[src/rtl/drp_pkg.sv]
// -----------------------------------------------------------------------------
// drp_pkg
// Shared definitions for the DRP (dithered relatively prime) interleaver family:
//   - state_t        : interleaver stream FSM states
//   - drp_we/ws/wp/wa/wc : derived field widths (never below 1 bit)
//   - drp_off        : per-lane edge offset OFF_l = (DRP_p*l) mod E
//   - drp_step       : per-cycle base increment STEP = (DRP_p*z) mod E
//   - drp_cfg_ok     : elaboration-time legality check of the parameter set
// -----------------------------------------------------------------------------
package drp_pkg;

    typedef enum logic {
        ST_IDLE = 1'b0,
        ST_RUN  = 1'b1
    } state_t;

    function automatic int drp_clog2_min1(input int v);
        return ($clog2(v) < 1) ? 1 : $clog2(v);
    endfunction

    // Edge index width.
    function automatic int drp_we(input int fo, input int p);
        return drp_clog2_min1(fo * p);
    endfunction

    // Seed port width: one bit wider than an edge index so that out-of-range
    // seeds (seed >= E) can be presented and flagged even when E is a power of 2.
    function automatic int drp_ws(input int fo, input int p);
        return drp_we(fo, p) + 1;
    endfunction

    function automatic int drp_wp(input int p);
        return drp_clog2_min1(p);
    endfunction

    function automatic int drp_wa(input int p, input int z);
        return drp_clog2_min1(p / z);
    endfunction

    function automatic int drp_wc(input int fo, input int p, input int z);
        return drp_clog2_min1((fo * p) / z);
    endfunction

    function automatic int drp_off(input int drp_p, input int l, input int e);
        return (drp_p * l) % e;
    endfunction

    function automatic int drp_step(input int drp_p, input int z, input int e);
        return (drp_p * z) % e;
    endfunction

    function automatic int drp_gcd(input int a, input int b);
        int x;
        int y;
        int t;
        x = a;
        y = b;
        while (y != 0) begin
            t = x % y;
            x = y;
            y = t;
        end
        return x;
    endfunction

    // Legal set: z divides p, 1 <= DRP_p < E, DRP_p coprime to E (and so to z, p).
    function automatic bit drp_cfg_ok(input int fo, input int p, input int z, input int drp_p);
        int e;
        e = fo * p;
        if (fo < 1 || p < 1 || z < 1) return 1'b0;
        if ((p % z) != 0) return 1'b0;
        if (drp_p < 1 || drp_p >= e) return 1'b0;
        if (drp_gcd(drp_p, e) != 1) return 1'b0;
        if (drp_gcd(drp_p, z) != 1) return 1'b0;
        return 1'b1;
    endfunction

endpackage

[src/rtl/drp_bank_decoder.sv]
// -----------------------------------------------------------------------------
// drp_bank_decoder
// Combinational routing of z neuron indices (one per lane) to the per-bank
// address package. Lane neuron n lives in bank n mod z at address n / z.
// The lanes of one beat are assumed to hit distinct banks; each bank slot
// takes the address of the lane that targets it (0 if none does).
//
// Ports:
//   memory_index     in  WP*z  lane l neuron index in [l*WP +: WP]
//   address_package  out WA*z  bank b address in [b*WA +: WA]
// -----------------------------------------------------------------------------
module drp_bank_decoder
    import drp_pkg::*;
#(
    parameter  int p  = 16,
    parameter  int z  = 8,
    localparam int WP = drp_wp(p),
    localparam int WA = drp_wa(p, z)
) (
    input  logic [WP*z-1:0] memory_index,
    output logic [WA*z-1:0] address_package
);

    always_comb begin
        address_package = '0;
        for (int b = 0; b < z; b++) begin
            for (int l = 0; l < z; l++) begin
                if ((int'(memory_index[l*WP +: WP]) % z) == b) begin
                    address_package[b*WA +: WA] = WA'(int'(memory_index[l*WP +: WP]) / z);
                end
            end
        end
    end

endmodule

[src/rtl/drp_interleaver_stream.sv]
// -----------------------------------------------------------------------------
// drp_interleaver_stream
// Sequential DRP edge interleaver. On start it streams the C = fo*p/z cycles of
// a junction; beat c carries, for lane l, the neuron of edge e = c*z + l under
// pi(e) = (s + DRP_p*e) mod E, plus the per-bank address package. The base
// b_c = (s + DRP_p*z*c) mod E is advanced incrementally by a constant STEP, and
// each lane adds an elaboration constant OFF_l; both use a single conditional
// subtract of E, so there are no multipliers in the datapath.
//
// Optional feature macro: DRP_DITHER_EN
//   defined   : output lane l carries the result of lane (l + cycle) mod z
//               (barrel rotate); address_package is unaffected.
//   undefined : lane l carries edge c*z + l, no rotator.
//
// Ports:
//   clk              in   1     clock
//   reset            in   1     synchronous, active-high
//   start            in   1     begin a pass (sampled only in IDLE)
//   seed             in   WE+1  RP offset s, captured with start
//   out_ready        in   1     consumer accepts the beat
//   out_valid        out  1     beat valid
//   out_last         out  1     beat is cycle C-1
//   cycle_index      out  WC    cycle number of current beat
//   memory_index     out  WP*z  lane l neuron in [l*WP +: WP]
//   address_package  out  WA*z  bank b address in [b*WA +: WA]
//   busy             out  1     not in IDLE
//   done             out  1     pulse after the last beat is accepted
//   seed_err         out  1     pulse when start is taken with seed >= E
// -----------------------------------------------------------------------------
module drp_interleaver_stream
    import drp_pkg::*;
#(
    parameter  int fo    = 2,
    parameter  int p     = 16,
    parameter  int z     = 8,
    parameter  int DRP_p = 5,
    localparam int E     = fo * p,
    localparam int C     = E / z,
    localparam int WE    = drp_we(fo, p),
    localparam int WS    = drp_ws(fo, p),
    localparam int WP    = drp_wp(p),
    localparam int WA    = drp_wa(p, z),
    localparam int WC    = drp_wc(fo, p, z)
) (
    input  logic            clk,
    input  logic            reset,
    input  logic            start,
    input  logic [WS-1:0]   seed,
    input  logic            out_ready,
    output logic            out_valid,
    output logic            out_last,
    output logic [WC-1:0]   cycle_index,
    output logic [WP*z-1:0] memory_index,
    output logic [WA*z-1:0] address_package,
    output logic            busy,
    output logic            done,
    output logic            seed_err
);

    if (!drp_cfg_ok(fo, p, z, DRP_p)) begin : g_cfg_bad
        $error("drp_interleaver_stream: illegal parameter set (need z | p, gcd(DRP_p, E) = 1, 1 <= DRP_p < E)");
    end

    localparam logic [WE:0]   E_V    = (WE+1)'(E);
    localparam logic [WE:0]   P_V    = (WE+1)'(p);
    localparam logic [WE:0]   STEP_V = (WE+1)'(drp_step(DRP_p, z, E));
    localparam logic [WC-1:0] LAST_C = WC'(C - 1);

    state_t          state_q;
    state_t          state_d;
    logic [WE-1:0]   base_q;
    logic            load;
    logic            adv;
    logic            fin;
    logic            bad_seed;
    logic [WE:0]     base_sum;
    logic [WE-1:0]   base_adv;
    logic [WE-1:0]   base_nxt;
    logic [WC-1:0]   cyc_nxt;
    logic [WP*z-1:0] lane_nrn;
    logic [WP*z-1:0] mi_nxt;
    logic [WA*z-1:0] ap_nxt;

    // seed is one bit wider than an edge index, so the compare is exact.
    assign bad_seed = (seed >= WS'(E_V));

    always_comb begin
        state_d = state_q;
        load    = 1'b0;
        adv     = 1'b0;
        fin     = 1'b0;
        case (state_q)
            ST_IDLE: begin
                if (start) begin
                    load    = 1'b1;
                    state_d = ST_RUN;
                end
            end
            ST_RUN: begin
                // out_valid is high throughout RUN, so out_ready alone is the handshake.
                if (out_ready) begin
                    if (cycle_index == LAST_C) begin
                        fin     = 1'b1;
                        state_d = ST_IDLE;
                    end else begin
                        adv = 1'b1;
                    end
                end
            end
            default: state_d = ST_IDLE;
        endcase
    end

    // Incremental base update: b_{c+1} = (b_c + STEP) mod E.
    assign base_sum = {1'b0, base_q} + STEP_V;
    assign base_adv = (base_sum >= E_V) ? WE'(base_sum - E_V) : WE'(base_sum);
    assign base_nxt = load ? (bad_seed ? '0 : seed[WE-1:0]) : base_adv;
    assign cyc_nxt  = load ? '0 : cycle_index + WC'(1);

    // Per-lane pi = (b + OFF_l) mod E, then neuron = pi mod p.
    for (genvar l = 0; l < z; l++) begin : g_lane
        localparam logic [WE:0] OFF = (WE+1)'(drp_off(DRP_p, l, E));
        logic [WE:0] sum;
        logic [WE:0] pi;
        assign sum = {1'b0, base_nxt} + OFF;
        assign pi  = (sum >= E_V) ? sum - E_V : sum;
        assign lane_nrn[l*WP +: WP] = WP'(pi % P_V);
    end

`ifdef DRP_DITHER_EN
    // Write dither: output lane l takes lane (l + cycle) mod z. A rotation keeps
    // the set of banks per beat unchanged, so the beat stays clash-free.
    always_comb begin
        mi_nxt = '0;
        for (int l = 0; l < z; l++) begin
            mi_nxt[l*WP +: WP] = lane_nrn[((l + int'(cyc_nxt)) % z)*WP +: WP];
        end
    end
`else
    assign mi_nxt = lane_nrn;
`endif

    // Bank routing depends only on the lane set, so the unrotated lanes feed it.
    drp_bank_decoder #(
        .p (p),
        .z (z)
    ) u_bank_decoder (
        .memory_index    (lane_nrn),
        .address_package (ap_nxt)
    );

    always_ff @(posedge clk) begin
        if (reset) begin
            state_q         <= ST_IDLE;
            base_q          <= '0;
            cycle_index     <= '0;
            out_valid       <= 1'b0;
            out_last        <= 1'b0;
            busy            <= 1'b0;
            done            <= 1'b0;
            seed_err        <= 1'b0;
            memory_index    <= '0;
            address_package <= '0;
        end else begin
            state_q   <= state_d;
            out_valid <= (state_d == ST_RUN);
            busy      <= (state_d == ST_RUN);
            done      <= fin;
            seed_err  <= load & bad_seed;
            if (load | adv) begin
                base_q          <= base_nxt;
                cycle_index     <= cyc_nxt;
                out_last        <= (cyc_nxt == LAST_C);
                memory_index    <= mi_nxt;
                address_package <= ap_nxt;
            end else if (fin) begin
                out_last <= 1'b0;
            end
        end
    end

endmodule

[config.mk]
export PLATFORM = sky130hd
export DESIGN_NAME = drp_interleaver_stream
export DESIGN_NICKNAME = d
export VERILOG_FILES = /design/src/rtl/drp_pkg.sv /design/src/rtl/drp_bank_decoder.sv /design/src/rtl/drp_interleaver_stream.sv
export SDC_FILE = /design/constraint.sdc
export NUM_CORES = 1
export LEC_CHECK = 0
export CAP_MARGIN = 20
export CORE_MARGIN = 2
export CORE_UTILIZATION = 45
export DETAILED_ROUTE_END_ITERATION = 8
export HOLD_SLACK_MARGIN = 0.08
export PLACE_DENSITY = 0.77
export SLEW_MARGIN = 0
export SYNTH_ARGS = -nofsm -noshare
export SYNTH_HDL_FRONTEND = slang
export SYNTH_SLANG_ARGS = --single-unit
[constraint.sdc]
create_clock -name clk -period 3.57 [get_ports clk]
set_clock_uncertainty 0.1 [all_clocks]
set_input_delay 0.357 -clock clk [delete_from_list [all_inputs] [get_ports clk]]
set_output_delay 0.357 -clock clk [all_outputs]
set_load 0.02 [all_outputs]
==> results.cfg <==
[cts]
cts_root_buf = clkbuf_8
clock_latency_ps = 280
numCtsBuffers = 5
cts_tree = yes
clkTransAtPathRegs_ps = 80
postCtsSetupRepairBufs = 0
cts_sinks = 36
clock_path_buffers = 2
cts.repair.resized = 0
hold_buffers = 0
htreeDepth = 2

[route]
routed_wl_um = 8170
antenna_left = 0
drc = 0
drtIter0Drc = 378
num_vias = 2906
via_per_inst = 5.93
wl_per_cell_um = 16.7
first_pass_iters = 5

[final_layout]
synthToLayoutAreaGrowth_pct = 30.2
nFillCells = 522
drive_gt1_frac = 0.125
register_area_um2 = 721
diodes = 0
layout.nets = 439
multi_input_area_um2 = 1730

[setup_path]
worstSetupPathType = in2reg
cp.arrival_ps = 3270
crit_path_end_kind = register
crit_fanout = 7
worst_setup_path_start_kind = input pin
critPathRequiredTime_ps = 3640

[synthesis]
synth_edf_count = 0
synth_xor_area_frac = 0.0327
synth_seq_cells = 36
synth-async-reset-ratio = 0
synth_area_leaders = dfxtp_1, ha_1, nor2_1, nand2_1, a21oi_1
synthMuxAreaShare = 0.0196
synth.avg_cell_area_um2 = 7.50
synth_top_cell_area_share = 0.269
netlist_area_um2 = 2680
yosysMostFrequentCell = nor2_1
synth.top_cells.by_count = nor2_1, nand2_1, dfxtp_1, a21oi_1
yosys.area.top_type = dfxtp_1
syn_inst = 357
yosys_warnings = 0
synth-seq-area-share = 0.269
synth_cell_types = 55
synth_top_family_by_area = compound AO/OA/AOI/OAI gates
synthAdderAreaFrac = 0.0655
synth_compound_area_frac = 0.289
synth_flop_cell = dfxtp_1
synth-simple-area-share = 0.236
syn-num-nets = 381

[flow_run]
cap_viol_max_count = 0

[grt]
grt-ovfl-total = 0
antenna_found_initial = 0
grt_pass1_wl_um = 13100
grt_pass1_vias = 2632
busiest_layer = met2
grt.total_usage = 0.257
grt_util_met2 = 0.402
met3_usage = 0.0400
met1_usage = 0.362
grt_max_degree = 24

[floorplanning]
fp-row-count = 28
start_util = 0.457
core_area_um2 = 5850
die_area_um2 = 6580
fp.dieH_um = 81.1
ios = 57
die_w_um = 81.1

[pwr]
ir_drop_mv = 0.288
p_total_mw = 1.41
p_leak_nw = 1.33
power_density_nw_per_um2 = 405

[placed_design]
gp_congestion = 0.982
dp_hpwl_um = 5930
port_buffers = 55

[sta]
rsz0062_at_grt = no
period_needed_ps = 3200
post-route-period-util = 0.896
fmax_mhz = 313
setup_viol = 0
tightest_slew_ps = 703
setup_tns_ps = 0
hold_violations = 0
holdWs_ps = 360
drv_slew = 0
relSlewSlack = 0.530

[hold_path]
hold_class = reg2reg

[status]
status = complete, no violations
path summary, 6_finish.rpt:
check                                      start                  to  slack, ps  depth (start not counted)
worst min-delay path            memory_index[27]    memory_index[27]        360                          2
worst min register to register  memory_index[27]    memory_index[27]        360                          2
worst max-delay path                       start  address_package[1]        370                         14
worst max register to register           state_q  address_package[1]        420                         13
cell type report:
cell class              count  share of cell area
clock buffers               7              0.0276
inverters                   9             0.00969
multi-input cells         273               0.496
flip-flops and latches     36               0.207
well taps                  75              0.0269
repair buffers             90               0.233
routing by layer:
layer  up-vias  share of wire
met4         0          0.013
li1       1408              -
met5         -              0
met1      1323           0.44
met3        13          0.093
met2       162           0.46
stage by stage:
stage,cell area [um2],utilization,worst slack [ps],cells
after global routing,3490,0.596,187,490
after CTS,3490,0.596,427,490
after detailed placement,3390,0.579,138,483
after global placement,3390,0.579,187,483
final,3490,0.596,372,490
after floorplan,2680,-,190,357
cells in the final DEF (no fill, tap or decap), drive strengths merged, types with 4 or more instances in the layout:
cell type,n
clkdlybuf4s50,55
nor2,43
nand2,39
dfxtp,36
buf,35
a21oi,27
o21ai,20
ha,14
nand3,12
xnor2,10
nor3,10
nand2b,9
a31oi,9
a211oi,9
inv,8
clkbuf,7
o211ai,6
nor3b,5
o221ai,5
a221oi,5
nor2b,4
and2,4
a311oi,4
flip-flops by register name (all words and copies together) (netlist names):
signal and count:
done 1, address_package 8, cycle_index 2, out_last 1, seed_err 1, state_q 1
memory_index 22
worst max-delay path, stage by stage:
cell and delay, ps:
clkdlybuf4s50_1 480, nand2b_1 180, nor3b_1 280, a21oi_2 70
inv_1 160, ha_1 200, ha_1 270, and2_1 230
nor2_1 120, a31oi_1 50, a32o_1 210, o211a_1 200
nor3_1 330, o22ai_1 140
power by group:
| part | switching, mW | internal, mW | leakage [nW] |
|---|---|---|---|
| Combinational | 0.354 | 0.267 | 0.987 |
| Sequential | 0.0289 | 0.444 | 0.297 |
| Clock | 0.147 | 0.172 | 0.0503 |
kinds of logic (layout without fill, tap and decap cells):
| family | count (synthesis) | after routing |
|---|---|---|
| AOI/OAI and AO/OA | 111 | 111 |
| xor gates and xnor gates | 10 | 10 |
| adders and majority gates | 14 | 14 |
| buffers and inverters | 48 | 106 |
| DFF | 36 | 36 |
| muxes | 3 | 3 |
| and+or+nand+nor | 135 | 135 |
Note: power is estimated with default switching activity, not from simulation.
